### config.mk
export PLATFORM = sky130hd
export DESIGN_NAME = mac_tbl_arbiter_flat
export DESIGN_NICKNAME = d
export VERILOG_FILES = /design/src/rtl/mac_tbl_arbiter_if.sv /design/src/rtl/mac_tbl_arbiter.sv /design/src/flat_wrapper.sv
export SDC_FILE = /design/constraint.sdc
export NUM_CORES = 1
export LEC_CHECK = 0
export BUFFER_PORTS_ARGS = -buffer_cell sky130_fd_sc_hd__buf_2
export CAP_MARGIN = 30
export CELL_PAD_IN_SITES_DETAIL_PLACEMENT = 1
export CELL_PAD_IN_SITES_GLOBAL_PLACEMENT = 1
export CORE_MARGIN = 4
export CORE_UTILIZATION = 32
export CTS_BUF_LIST = sky130_fd_sc_hd__clkbuf_4 sky130_fd_sc_hd__clkbuf_8
export DETAILED_ROUTE_END_ITERATION = 8
export GPL_ROUTABILITY_DRIVEN = 0
export PLACE_DENSITY = 0.91
export SLEW_MARGIN = 20
export SYNTH_ARGS = -nofsm -noshare
export SYNTH_HDL_FRONTEND = slang
export SYNTH_SLANG_ARGS = --single-unit
### constraint.sdc
create_clock -name i_clk -period 3.6 [get_ports i_clk]
set_input_delay 0.72 -clock i_clk [delete_from_list [all_inputs] [get_ports i_clk]]
set_output_delay 0.72 -clock i_clk [all_outputs]
set_load 0.02 [all_outputs]
### src/rtl/mac_tbl_arbiter_if.sv
`default_nettype none
// ============================================================================
// Module      : mac_tbl_arbiter_if
// Description : Lookup, management and RAM-side signal bundle of the MAC table arbiter.
// Revision    : 1.0 - initial release
// ============================================================================
interface mac_tbl_arbiter_if;
  logic        i_lu_req;
  logic        o_lu_gnt;
  logic        i_lu_ram_rd;
  logic [4:0]  iv_lu_ram_raddr;
  logic        o_lu_err;
  logic        i_cfg_req;
  logic        i_cfg_wr;
  logic [4:0]  iv_cfg_addr;
  logic [56:0] iv_cfg_wdata;
  logic        o_cfg_ack;
  logic [56:0] ov_cfg_rdata;
  logic        o_ram_rd;
  logic        o_ram_wr;
  logic [4:0]  ov_ram_addr;
  logic [56:0] ov_ram_wdata;
  logic [56:0] iv_ram_rdata;
  logic [56:0] ov_lu_ram_rdata;

  modport slave (
    input  i_lu_req, i_lu_ram_rd, iv_lu_ram_raddr,
    input  i_cfg_req, i_cfg_wr, iv_cfg_addr, iv_cfg_wdata,
    input  iv_ram_rdata,
    output o_lu_gnt, o_lu_err, o_cfg_ack, ov_cfg_rdata,
    output o_ram_rd, o_ram_wr, ov_ram_addr, ov_ram_wdata, ov_lu_ram_rdata
  );

  modport master (
    output i_lu_req, i_lu_ram_rd, iv_lu_ram_raddr,
    output i_cfg_req, i_cfg_wr, iv_cfg_addr, iv_cfg_wdata,
    output iv_ram_rdata,
    input  o_lu_gnt, o_lu_err, o_cfg_ack, ov_cfg_rdata,
    input  o_ram_rd, o_ram_wr, ov_ram_addr, ov_ram_wdata, ov_lu_ram_rdata
  );
endinterface

`default_nettype wire

### src/rtl/mac_tbl_arbiter.sv
`default_nettype none
// ============================================================================
// Module      : mac_tbl_arbiter
// Description : Arbitrates the single MAC-table RAM port between the lookup
//               engine and management accesses. Define MAC_TBL_CFG_RD_EN to
//               build management reads through the RAM.
// Revision    : 1.0 - initial release
// ============================================================================
module mac_tbl_arbiter #(
  parameter int LU_HOLD_MAX = 40
) (
  input wire               i_clk,
  input wire               i_rst,
  mac_tbl_arbiter_if.slave bus
);

  localparam int CNT_W = $clog2(LU_HOLD_MAX + 1);

  typedef enum logic [2:0] {
    IDLE       = 3'd0,
    LU_S       = 3'd1,
    CFG_WR_S   = 3'd2,
    CFG_RD_S   = 3'd3,
    CFG_WAIT_S = 3'd4,
    CFG_CAP_S  = 3'd5,
    ACK_S      = 3'd6
  } state_t;

  state_t             r_state;
  logic               r_last_cfg;
  logic               r_rearm;
  logic               r_cfg_block;
  logic [CNT_W-1:0]   r_hold_cnt;
  logic [4:0]         r_cfg_addr;
  logic [56:0]        r_cfg_wdata;
  logic               r_lu_gnt;
  logic               r_lu_err;
  logic               r_cfg_ack;
  logic [56:0]        r_cfg_rdata;

  logic               w_lu_req;
  logic               w_cfg_req;

  // A timed-out lookup stays ineligible until its request has been seen low.
  assign w_lu_req  = bus.i_lu_req && r_rearm;
  assign w_cfg_req = bus.i_cfg_req && !r_cfg_block;

  always_ff @(posedge i_clk) begin
    if (i_rst) begin
      r_state     <= IDLE;
      r_last_cfg  <= 1'b1;
      r_rearm     <= 1'b1;
      r_cfg_block <= 1'b0;
      r_hold_cnt  <= '0;
      r_cfg_addr  <= '0;
      r_cfg_wdata <= '0;
      r_lu_gnt    <= 1'b0;
      r_lu_err    <= 1'b0;
      r_cfg_ack   <= 1'b0;
      r_cfg_rdata <= '0;
    end else begin
      r_lu_err  <= 1'b0;
      r_cfg_ack <= 1'b0;
      if (!bus.i_lu_req) begin
        r_rearm <= 1'b1;
      end
      case (r_state)
        IDLE: begin
          r_cfg_block <= 1'b0;
          r_hold_cnt  <= '0;
          if (w_lu_req && (!w_cfg_req || r_last_cfg)) begin
            r_state  <= LU_S;
            r_lu_gnt <= 1'b1;
          end else if (w_cfg_req) begin
            r_cfg_addr  <= bus.iv_cfg_addr;
            r_cfg_wdata <= bus.iv_cfg_wdata;
            if (bus.i_cfg_wr) begin
              r_state <= CFG_WR_S;
            end else begin
`ifdef MAC_TBL_CFG_RD_EN
              r_state <= CFG_RD_S;
`else
              r_state     <= ACK_S;
              r_cfg_ack   <= 1'b1;
              r_cfg_rdata <= '0;
`endif
            end
          end
        end
        LU_S: begin
          if (!bus.i_lu_req) begin
            r_state    <= IDLE;
            r_lu_gnt   <= 1'b0;
            r_last_cfg <= 1'b0;
          end else if (r_hold_cnt == CNT_W'(LU_HOLD_MAX - 1)) begin
            r_state    <= IDLE;
            r_lu_gnt   <= 1'b0;
            r_lu_err   <= 1'b1;
            r_last_cfg <= 1'b0;
            r_rearm    <= 1'b0;
          end else begin
            r_hold_cnt <= r_hold_cnt + 1'b1;
          end
        end
        CFG_WR_S: begin
          r_state   <= ACK_S;
          r_cfg_ack <= 1'b1;
        end
`ifdef MAC_TBL_CFG_RD_EN
        CFG_RD_S: begin
          r_state <= CFG_WAIT_S;
        end
        CFG_WAIT_S: begin
          r_state <= CFG_CAP_S;
        end
        // RAM data for the read issued two cycles ago is valid now.
        CFG_CAP_S: begin
          r_state     <= ACK_S;
          r_cfg_rdata <= bus.iv_ram_rdata;
          r_cfg_ack   <= 1'b1;
        end
`endif
        ACK_S: begin
          r_state     <= IDLE;
          r_last_cfg  <= 1'b1;
          r_cfg_block <= 1'b1;
        end
        default: begin
          r_state <= IDLE;
        end
      endcase
    end
  end

`ifdef MAC_TBL_CFG_RD_EN
  assign bus.o_ram_rd = (r_state == LU_S) ? bus.i_lu_ram_rd : (r_state == CFG_RD_S);
`else
  assign bus.o_ram_rd = (r_state == LU_S) && bus.i_lu_ram_rd;
`endif
  assign bus.o_ram_wr     = (r_state == CFG_WR_S);
  assign bus.ov_ram_wdata = (r_state == CFG_WR_S) ? r_cfg_wdata : 57'h0;

  always_comb begin
    bus.ov_ram_addr = 5'h00;
    case (r_state)
      LU_S:     bus.ov_ram_addr = bus.iv_lu_ram_raddr;
      CFG_WR_S: bus.ov_ram_addr = r_cfg_addr;
`ifdef MAC_TBL_CFG_RD_EN
      CFG_RD_S: bus.ov_ram_addr = r_cfg_addr;
`endif
      default:  bus.ov_ram_addr = 5'h00;
    endcase
  end

  assign bus.o_lu_gnt        = r_lu_gnt;
  assign bus.o_lu_err        = r_lu_err;
  assign bus.o_cfg_ack       = r_cfg_ack;
  assign bus.ov_cfg_rdata    = r_cfg_rdata;
  assign bus.ov_lu_ram_rdata = bus.iv_ram_rdata;

endmodule

`default_nettype wire

### src/flat_wrapper.sv
// flat-port wrapper written by rule: the top's interface ports become plain ports
module mac_tbl_arbiter_flat 
#(
  parameter int LU_HOLD_MAX = 40
)
  (i_clk, i_rst, bus_i_lu_req, bus_i_lu_ram_rd, bus_iv_lu_ram_raddr, bus_i_cfg_req, bus_i_cfg_wr, bus_iv_cfg_addr, bus_iv_cfg_wdata, bus_iv_ram_rdata, bus_o_lu_gnt, bus_o_lu_err, bus_o_cfg_ack, bus_ov_cfg_rdata, bus_o_ram_rd, bus_o_ram_wr, bus_ov_ram_addr, bus_ov_ram_wdata, bus_ov_lu_ram_rdata);
  mac_tbl_arbiter_if bus_i ();
  input wire i_clk;
  input wire i_rst;
  input wire logic [$bits(bus_i.i_lu_req)-1:0] bus_i_lu_req;
  input wire logic [$bits(bus_i.i_lu_ram_rd)-1:0] bus_i_lu_ram_rd;
  input wire logic [$bits(bus_i.iv_lu_ram_raddr)-1:0] bus_iv_lu_ram_raddr;
  input wire logic [$bits(bus_i.i_cfg_req)-1:0] bus_i_cfg_req;
  input wire logic [$bits(bus_i.i_cfg_wr)-1:0] bus_i_cfg_wr;
  input wire logic [$bits(bus_i.iv_cfg_addr)-1:0] bus_iv_cfg_addr;
  input wire logic [$bits(bus_i.iv_cfg_wdata)-1:0] bus_iv_cfg_wdata;
  input wire logic [$bits(bus_i.iv_ram_rdata)-1:0] bus_iv_ram_rdata;
  output wire logic [$bits(bus_i.o_lu_gnt)-1:0] bus_o_lu_gnt;
  output wire logic [$bits(bus_i.o_lu_err)-1:0] bus_o_lu_err;
  output wire logic [$bits(bus_i.o_cfg_ack)-1:0] bus_o_cfg_ack;
  output wire logic [$bits(bus_i.ov_cfg_rdata)-1:0] bus_ov_cfg_rdata;
  output wire logic [$bits(bus_i.o_ram_rd)-1:0] bus_o_ram_rd;
  output wire logic [$bits(bus_i.o_ram_wr)-1:0] bus_o_ram_wr;
  output wire logic [$bits(bus_i.ov_ram_addr)-1:0] bus_ov_ram_addr;
  output wire logic [$bits(bus_i.ov_ram_wdata)-1:0] bus_ov_ram_wdata;
  output wire logic [$bits(bus_i.ov_lu_ram_rdata)-1:0] bus_ov_lu_ram_rdata;
  assign bus_i.i_lu_req = bus_i_lu_req;
  assign bus_i.i_lu_ram_rd = bus_i_lu_ram_rd;
  assign bus_i.iv_lu_ram_raddr = bus_iv_lu_ram_raddr;
  assign bus_i.i_cfg_req = bus_i_cfg_req;
  assign bus_i.i_cfg_wr = bus_i_cfg_wr;
  assign bus_i.iv_cfg_addr = bus_iv_cfg_addr;
  assign bus_i.iv_cfg_wdata = bus_iv_cfg_wdata;
  assign bus_i.iv_ram_rdata = bus_iv_ram_rdata;
  assign bus_o_lu_gnt = bus_i.o_lu_gnt;
  assign bus_o_lu_err = bus_i.o_lu_err;
  assign bus_o_cfg_ack = bus_i.o_cfg_ack;
  assign bus_ov_cfg_rdata = bus_i.ov_cfg_rdata;
  assign bus_o_ram_rd = bus_i.o_ram_rd;
  assign bus_o_ram_wr = bus_i.o_ram_wr;
  assign bus_ov_ram_addr = bus_i.ov_ram_addr;
  assign bus_ov_ram_wdata = bus_i.ov_ram_wdata;
  assign bus_ov_lu_ram_rdata = bus_i.ov_lu_ram_rdata;
  mac_tbl_arbiter #(.LU_HOLD_MAX(LU_HOLD_MAX)) u_core (.i_clk(i_clk), .i_rst(i_rst), .bus(bus_i));
endmodule
**Yosys cells after proc, flatten, opt, wreduce, memory -nomap -nowiden**

Cells that the tools add are included.

- Logic and storage cells: 66
- Bits in registers: 77
- Output and inout bits: 181

- Bitwise logic cells: 3
- Add/subtract/negate cells: 1
- Multiplexer cells: 26
- Reduce and logical (&&, ||, !) cells: 17
- Equal/unequal tests: 9

Operators with widths:

| operator | number |
|---|---|
| 2-to-1 mux 57 bit | 1 |
| 2-to-1 mux 3 bit | 5 |
| 2-to-1 mux 6 bit | 2 |
| one-hot mux 6 bit (2 select lines) | 1 |
| 2-to-1 mux 1 bit | 11 |
| one-hot mux 5 bit (2 select lines) | 1 |
| one-hot mux 3 bit (3 select lines) | 1 |
| AND reduction 3 bit | 3 |
| one-hot mux 1 bit (2 select lines) | 4 |
| adder 6 x 1 -> 6 bit (second input constant) | 1 |
| == test 6 bit (second input constant) | 1 |
| nonzero test 2 bit | 3 |
| logical AND 1 bit | 4 |
| inequality test 2 bit (second input constant) | 2 |
| AND reduction 2 bit | 2 |
| == test 3 x 1 -> 1 bit (second input constant) | 1 |
| == test 3 x 2 -> 1 bit (second input constant) | 1 |
| == test 3 bit (second input constant) | 1 |
| zero test 3 bit | 1 |
| inequality test 3 x 1 -> 1 bit (second input constant) | 1 |
| inequality test 3 x 2 -> 1 bit (second input constant) | 1 |
| inverter 1 bit | 3 |
| OR reduction 3 bit | 1 |
| zero test 1 bit | 2 |
| 2 further kinds | 2 |

**Logic depth before layout (Yosys ltp)**

Gate-level depths: netlist of the first run.

- Depth in word-level cells: 7
- Gate-level depth with buffers: 6

**Worst setup path before layout of the first run**

Ideal clock, no wire load.

- Path kind: reg2out
- From: register u_core.r_state[2]
- To: output bus_ov_ram_wdata[10]
- Slack: 1.431 ns
- Arrival time: 1.449 ns
- Cell stages (with the launch flop): 7
- Cells stage by stage: dfxtp_1 -> clkbuf_1 -> nor2_1 -> nand2_1 -> clkbuf_1 -> clkbuf_1 -> nor2_1

- Longest elaborated chain between the ends: 2

Ends and longest elaborated chain:

| what | RTL line | source |
|---|---|---|
| from (decl) | mac_tbl_arbiter.sv:29 | `state_t r_state;` |
| from (signal assigned) | mac_tbl_arbiter.sv:50 | `r_state <= IDLE;` |
| from (signal assigned) | mac_tbl_arbiter.sv:72 | `r_state <= LU_S;` |
| from (signal assigned) | mac_tbl_arbiter.sv:78 | `r_state <= CFG_WR_S;` |
| == test 3 x 2 -> 1 bit | mac_tbl_arbiter.sv:141 | `assign bus.ov_ram_wdata = (r_state == CFG_WR_S) ? r_cfg_wdata : 57'h0;` |
| 2-to-1 mux 57 bit | mac_tbl_arbiter.sv:141 |  |
| to (decl) | flat_wrapper.sv:25 | `output wire logic [$bits(bus_i.ov_ram_wdata)-1:0] bus_ov_ram_wdata;` |

Every way passes these cells.

**Final worst setup path of the first run**

- From: register u_core.r_state[2]
- To: output bus_ov_ram_wdata[42]

Same word-level chain as after synthesis.

==> results of run 1 <==
==> metal layers <==
metal | share of wire [%] | global-route usage, % | vias to the layer above | wire length, µm
met4 | 2.2 | 6.55 | 0 | 295
met5 | 0 | 0 | - | 0
li1 | - | - | 1885 | -
met1 | 41 | 19.4 | 1984 | 5450
met2 | 49 | 26.6 | 154 | 6620
met3 | 7.6 | 4.42 | 33 | 1020
==> area by class of cell <==
class / count / area [µm²]
Fill cell: 1755 / 9000
Clock buffer: 11 / 151
Timing Repair Buffer: 148 / 776
Multi-Input combinational cell: 305 / 1990
Sequential cell: 77 / 1540
Inverter: 68 / 255
Clock inverter: 4 / 47.5
Tap cell: 180 / 225
==> stage by stage <==
step	instances	hold WS, ns
after floorplan	617	0.464
after CTS	793	0.489
after detailed placement	778	0.474
final	793	0.489
after global placement	778	0.466
after global routing	793	0.508
==> worst max-delay path, stage by stage, from the launching register on <==
cell	delay, ns
sky130_fd_sc_hd__dfxtp_1	0.53
sky130_fd_sc_hd__nor2_1	0.10
sky130_fd_sc_hd__nand2_2	0.48
sky130_fd_sc_hd__buf_12	0.29
sky130_fd_sc_hd__nor2_1	0.06
sky130_fd_sc_hd__buf_2	0.16
==> where the power goes <==
| group | internal, µW | total (µW) | switching, µW |
|---|---|---|---|
| Clock | 352 | 684 | 332 |
| Sequential | 918 | 947 | 28.9 |
| Combinational | 150 | 535 | 385 |
==> placed cells by master (no fill, tap or decap), types with 2 or more instances in the layout <==
cell and instances:
sky130_fd_sc_hd__nor2_1 60, sky130_fd_sc_hd__clkinv_2 2, sky130_fd_sc_hd__conb_1 57, sky130_fd_sc_hd__a31o_1 63
sky130_fd_sc_hd__clkbuf_8 11, sky130_fd_sc_hd__nand3_1 7, sky130_fd_sc_hd__inv_2 2, sky130_fd_sc_hd__buf_2 139
sky130_fd_sc_hd__dfxtp_1 77, sky130_fd_sc_hd__a211oi_1 3, sky130_fd_sc_hd__a311oi_1 63, sky130_fd_sc_hd__a21oi_1 3
sky130_fd_sc_hd__nor3_1 2, sky130_fd_sc_hd__a2111oi_2 2, sky130_fd_sc_hd__o21ai_1 6, sky130_fd_sc_hd__inv_1 66
sky130_fd_sc_hd__mux2i_1 3, sky130_fd_sc_hd__or3_1 4, sky130_fd_sc_hd__o21ai_0 2, sky130_fd_sc_hd__nand2_1 7
sky130_fd_sc_hd__buf_4 8
==> cell families after synthesis <==
family	count (synthesis)
simple gates	93
flops	77
compound gates	151
buf+inv	235
mux	3
other cells	1
fa+ha+maj	1
==> how the worst max path moves through the flow <==
stage / start / end
2_1_floorplan: u_core.r_state[2] / bus_ov_ram_wdata[10]
3_3_place_gp: u_core.r_state[2] / bus_ov_ram_wdata[22]
3_5_place_dp: u_core.r_state[2] / bus_ov_ram_wdata[42]
4_1_cts: u_core.r_state[2] / bus_ov_ram_wdata[42]
5_1_grt: u_core.r_state[2] / bus_ov_ram_wdata[51]
6_report: u_core.r_state[2] / bus_ov_ram_wdata[42]
==> sequential cells by signal, summed over array words and instances (netlist names) <==
| signal | cells |
|---|---|
| u_core.bus.o_lu_gnt | 1 |
| u_core.r_cfg_addr | 5 |
| u_core.r_last_cfg | 1 |
| u_core.r_cfg_block | 1 |
| u_core.r_rearm | 1 |
| u_core.r_cfg_wdata | 57 |
| u_core.bus.o_cfg_ack | 1 |
| u_core.r_state | 3 |
| u_core.bus.o_lu_err | 1 |
| u_core.r_hold_cnt | 6 |
==> impl_metrics.tcl, run 1 <==
set metrics [dict create \
    worstPathRequired_ns 2.88 \
    final.period_utilization_pct 75.9 \
    fp.dieH_um 128 \
    detailroute.via_count 4056 \
    floorplan.die_area_um2 16400 \
    grt_max_degree 68 \
    placement.cell_area_um2 4790 \
    tot_gr_track_use_pct 16.0 \
    floorplan.die.width_um 128 \
    initial_antenna_violation_count 0 \
    io_pins 311 \
    worst_hold_path.endpoint "u_core.bus.o_lu_gnt" \
    numPortBuffers 139 \
    cts-root-buf "sky130_fd_sc_hd__clkbuf_8" \
    cts_repair_resize_count 0 \
    layout_min_cycle_time_ns 2.73 \
    design.final.nets 740 \
    setup.worst_path.class "flop to output port" \
    regToRegSetupSlack_ns 1.42 \
    report.final.hold_viol_count 0 \
    synth-seq-cells 77 \
    yosys.area_share.adder_pct 0.271 \
    crit_path_max_fanout 37 \
    worst_hold_path.num_cells 2 \
    route.antenna.remaining_nets 0 \
    post-synth-top-area-fraction_pct 33.4 \
    critPathLaunchType "flop" \
    synthToLayoutAreaGrowth_pct 8.05 \
    grt_pass1_wl_mm 21.2 \
    netlist_top_cells_count "114 x sky130_fd_sc_hd__buf_4, 77 x sky130_fd_sc_hd__dfxtp_1, 66 x sky130_fd_sc_hd__inv_1" \
    synth-seq-area-share_pct 33.4 \
    r2r-start "u_core.r_hold_cnt[0]" \
    outcome "finished clean" \
    synth.top_cells.by_area "sky130_fd_sc_hd__dfxtp_1 33%, sky130_fd_sc_hd__buf_4 19%, sky130_fd_sc_hd__a311oi_1 12%, sky130_fd_sc_hd__a31o_1 12%, sky130_fd_sc_hd__inv_1 5.4%" \
    rsz0062_at_grt "no" \
    asyncSetResetFlopFracSynth_pct 0 \
    cts_buffers 9 \
    mappedNetlistArea_um2 4620 \
    cts.sinks 77 \
    dp_hpwl_mm 8.94 \
    arrival_ns 2.01 \
    worst_slew_pin_tran_ns 0.788 \
    synth_compound_gate_area_share_pct 28.0 \
    wire_per_inst_um 16.9 \
    drt_pass1_iterations 4 \
    post_cts_setup_repair_buffer_count 0 \
    yosys.area_share.xor_xnor_pct 0 \
    p_total_uw 2170 \
    layout-drive-gt1-share_pct 28.4 \
    worst_setup_hold_path_clk_slew_ns 0.09 \
    synth_simple_gate_area_share_pct 9.13 \
    yosys-mux-area-fraction_pct 0.650 \
    finClkSkew_ns 0.0121 \
    highest_achievable_clock_rate_mhz 366 \
    cap_violations 0 \
    tritoncts "yes" \
    first_global_vias 4062 \
    util_after_layout_pct 35.7 \
    fin_area_um2 4990 \
    floorplan.rows 43 \
    slew_viol_final 0 \
    insertion_delay_ns 0.36 \
    grt_overflow 0 \
    main_combinational_cell_family_by_area_after_synthesis "buffers and inverters" \
    drt_drc_violations_left 0 \
    post_drt_via_cell_ratio 5.11 \
    yosysWarnings 0 \
    endpoint_kind "output port" \
    drt_iter0_drc 147 \
    total_leakage_power_uw 0.00210 \
    cts_hold_repair.buffers 0 \
    cts_max_path_buffers 2 \
    initial_utilization_pct 33.0 \
    finalSetupViolations 0 \
    synth-main-ff-cell "sky130_fd_sc_hd__dfxtp_1" \
    netlist-cell-type-count 41 \
    r2r_end "u_core.r_state[2]" \
    diodes 0 \
    core_region_area_um2 14000 \
    power_density_nw_per_um2 434 \
    fin_ws_ns 0.868 \
    syn-mean-instance-area_um2 8.23 \
    synth-edff-count 0 \
    worstRegToRegCells 4 \
    dp_slack_ns 1.27 \
    synth.most_common_cell "sky130_fd_sc_hd__buf_4" \
    post_synth_inst_count 561 \
    wl_mm 13.4 \
    cell_taking_the_most_area_after_synthesis "sky130_fd_sc_hd__dfxtp_1" \
    cts_htree_levels 3 \
    hold_class "flop to flop" \
    slew_headroom_pct 47.4 \
    irDropWorstVdd_uv 153 \
    hp_start "u_core.bus.o_lu_gnt" \
    setup_tns_ns 0 \
]
Power figures use the tool's default switching activity.
==> run 2: changes to the inputs <==
--- a/config.mk
+++ b/config.mk
@@ -10,11 +10,11 @@
 export CELL_PAD_IN_SITES_DETAIL_PLACEMENT = 1
 export CELL_PAD_IN_SITES_GLOBAL_PLACEMENT = 1
 export CORE_MARGIN = 4
-export CORE_UTILIZATION = 32
+export CORE_UTILIZATION = 27
 export CTS_BUF_LIST = sky130_fd_sc_hd__clkbuf_4 sky130_fd_sc_hd__clkbuf_8
 export DETAILED_ROUTE_END_ITERATION = 8
 export GPL_ROUTABILITY_DRIVEN = 0
-export PLACE_DENSITY = 0.91
+export PLACE_DENSITY = 0.82
 export SLEW_MARGIN = 20
 export SYNTH_ARGS = -nofsm -noshare
 export SYNTH_HDL_FRONTEND = slang
==> constraint.sdc (replaced) <==
create_clock -name i_clk -period 2.45 [get_ports i_clk]
set_input_delay 0.49 -clock i_clk [delete_from_list [all_inputs] [get_ports i_clk]]
set_output_delay 0.49 -clock i_clk [all_outputs]
set_load 0.02 [all_outputs]
==> impl_metrics.tcl, run 2 (synthesized netlist as in run 1, its figures left out) <==
set metrics [dict create \
    outcome "finished clean" \
    wl_mm 13.2 \
    cts_hold_repair.buffers 0 \
    cts.sinks 77 \
    post_drt_via_cell_ratio 4.75 \
    crit_path_max_fanout 31 \
    post_cts_setup_repair_buffer_count 0 \
    cts_buffers 9 \
    grt.met3_usage_pct 5.00 \
    layout.cells.most_common_list "139 x sky130_fd_sc_hd__buf_2, 77 x sky130_fd_sc_hd__dfxtp_1, 66 x sky130_fd_sc_hd__inv_1" \
    fp.dieH_um 139 \
    mostFrequentLayoutCell "sky130_fd_sc_hd__buf_2" \
    cap_violations 0 \
    slew_headroom_pct 61.7 \
    whs_ns 0.343 \
    power_density_nw_per_um2 674 \
    first_global_vias 4019 \
    tritoncts "yes" \
    cts_repair_resize_count 0 \
    grt_overflow 0 \
    grt.met1_usage_pct 16.1 \
    layout_min_cycle_time_ns 2.21 \
    setup.worst_path.class "flop to output port" \
    gr-max-usage-layer "met2" \
    final.period_utilization_pct 90.2 \
    dp_hpwl_mm 9.22 \
    worst_setup_hold_path_clk_slew_ns 0.09 \
    finClkSkew_ns 0.0121 \
    globalRouteMet2Util_pct 21.1 \
    grt_pass1_wl_mm 20.9 \
    cts_htree_levels 3 \
    drt_iter0_drc 153 \
    drt_pass1_iterations 4 \
    initial_antenna_violation_count 0 \
    total_leakage_power_uw 0.00218 \
    hold_class "primary input to flop" \
    insertion_delay_ns 0.36 \
    stage_delay_of_the_slowest_cell_on_the_critical_path_ns 0.52 \
    finalSetupViolations 0 \
    cts_max_path_buffers 2 \
    floorplan.die.width_um 139 \
    util_after_layout_pct 31.3 \
    largest_register_ff_count 57 \
    detailroute.via_count 3997 \
    core_region_area_um2 16600 \
    io_pins 311 \
    drt_drc_violations_left 0 \
    grt_max_degree 64 \
    cp_cell_sequence "nor2_1 > nand2_2 > buf_4 > o21ai_1 > buf_2" \
    placement.cell_area_um2 4930 \
    initial_utilization_pct 27.7 \
    report.final.hold_viol_count 0 \
    numPortBuffers 139 \
    floorplan.die_area_um2 19300 \
    endpoint_kind "output port" \
    fin_area_um2 5200 \
    tot_gr_track_use_pct 13.2 \
    cts-root-buf "sky130_fd_sc_hd__clkbuf_8" \
    biggestRegsByFlops "u_core.r_cfg_wdata x57, u_core.r_hold_cnt x6, u_core.r_cfg_addr x5" \
    critPathLaunchType "flop" \
    floorplan.rows 47 \
    irDropWorstVdd_uv 272 \
    largest-register "u_core.r_cfg_wdata" \
    design.final.nets 747 \
    arrival_ns 1.72 \
    route.antenna.remaining_nets 0 \
    slew_viol_final 0 \
    worstPathRequired_ns 1.96 \
    layout-drive-gt1-share_pct 29.3 \
    crit_slowest_cell "sky130_fd_sc_hd__dfxtp_1" \
    wire_per_inst_um 15.6 \
    rsz0062_at_grt "no" \
    worst_slew_pin_tran_ns 0.575 \
    synthToLayoutAreaGrowth_pct 12.7 \
    setup_tns_ns 0 \
    highest_achievable_clock_rate_mhz 452 \
]
-- run 2: changes by cell type in the layout (fill, tap and decap cells not counted), sizes merged --
cell      change
bufinv        +3
clkbuf        -1
buf           +7
diode         +1
clkinvlp      -1
-- run 2: where the power goes --
part / switching [µW] / total [µW] / internal (µW)
Clock: 492 / 1300 / 808
Combinational: 567 / 815 / 248
Sequential: 42.3 / 1390 / 1350
-- run 2: layer usage --
metal  up-vias  part of all wire (%)
met1      1895                    42
met4         0                   2.0
li1       1898                     -
met2       169                    47
met3        35                   8.9
met5         -                     0
-- run 2: final cells by class --
cell class	instances	area (µm²)
repair buffers	155	866
fillers	2067	11400
multi-input cells	305	1990
diodes	1	2.50
clock buffers	10	138
well taps	220	275
clock inverters	6	134
inverters	68	255
flip-flops and latches	77	1540
-- run 2: stage by stage --
step	cells	worst slack [ns]	power (µW)
final	842	0.239	3510
after global placement	825	0.577	2230
after floorplan	617	0.511	2170
after detailed placement	825	0.494	2240
after global routing	841	0.0625	3720
after CTS	841	0.171	3580
-- run 2: worst max-delay path, delay by kind of cell (launching register included) --
kind	cells	cell delay, ns
flops	1	0.52
buf+inv	2	0.52
simple gates	2	0.20
compound gates	1	0.10
-- run 2: path summary, 6_finish.rpt --
kind                                          endpoint                  from  cells past startpoint  slack, ns
worst max-delay path                bus_ov_ram_addr[4]     u_core.r_state[0]                      5       0.24
worst min-delay path            u_core.r_cfg_wdata[56]  bus_iv_cfg_wdata[56]                      2       0.34
worst max register to register    u_core.bus.o_cfg_ack     u_core.r_state[1]                      3       0.58
worst min register to register     u_core.bus.o_lu_gnt   u_core.bus.o_lu_gnt                      2       0.48
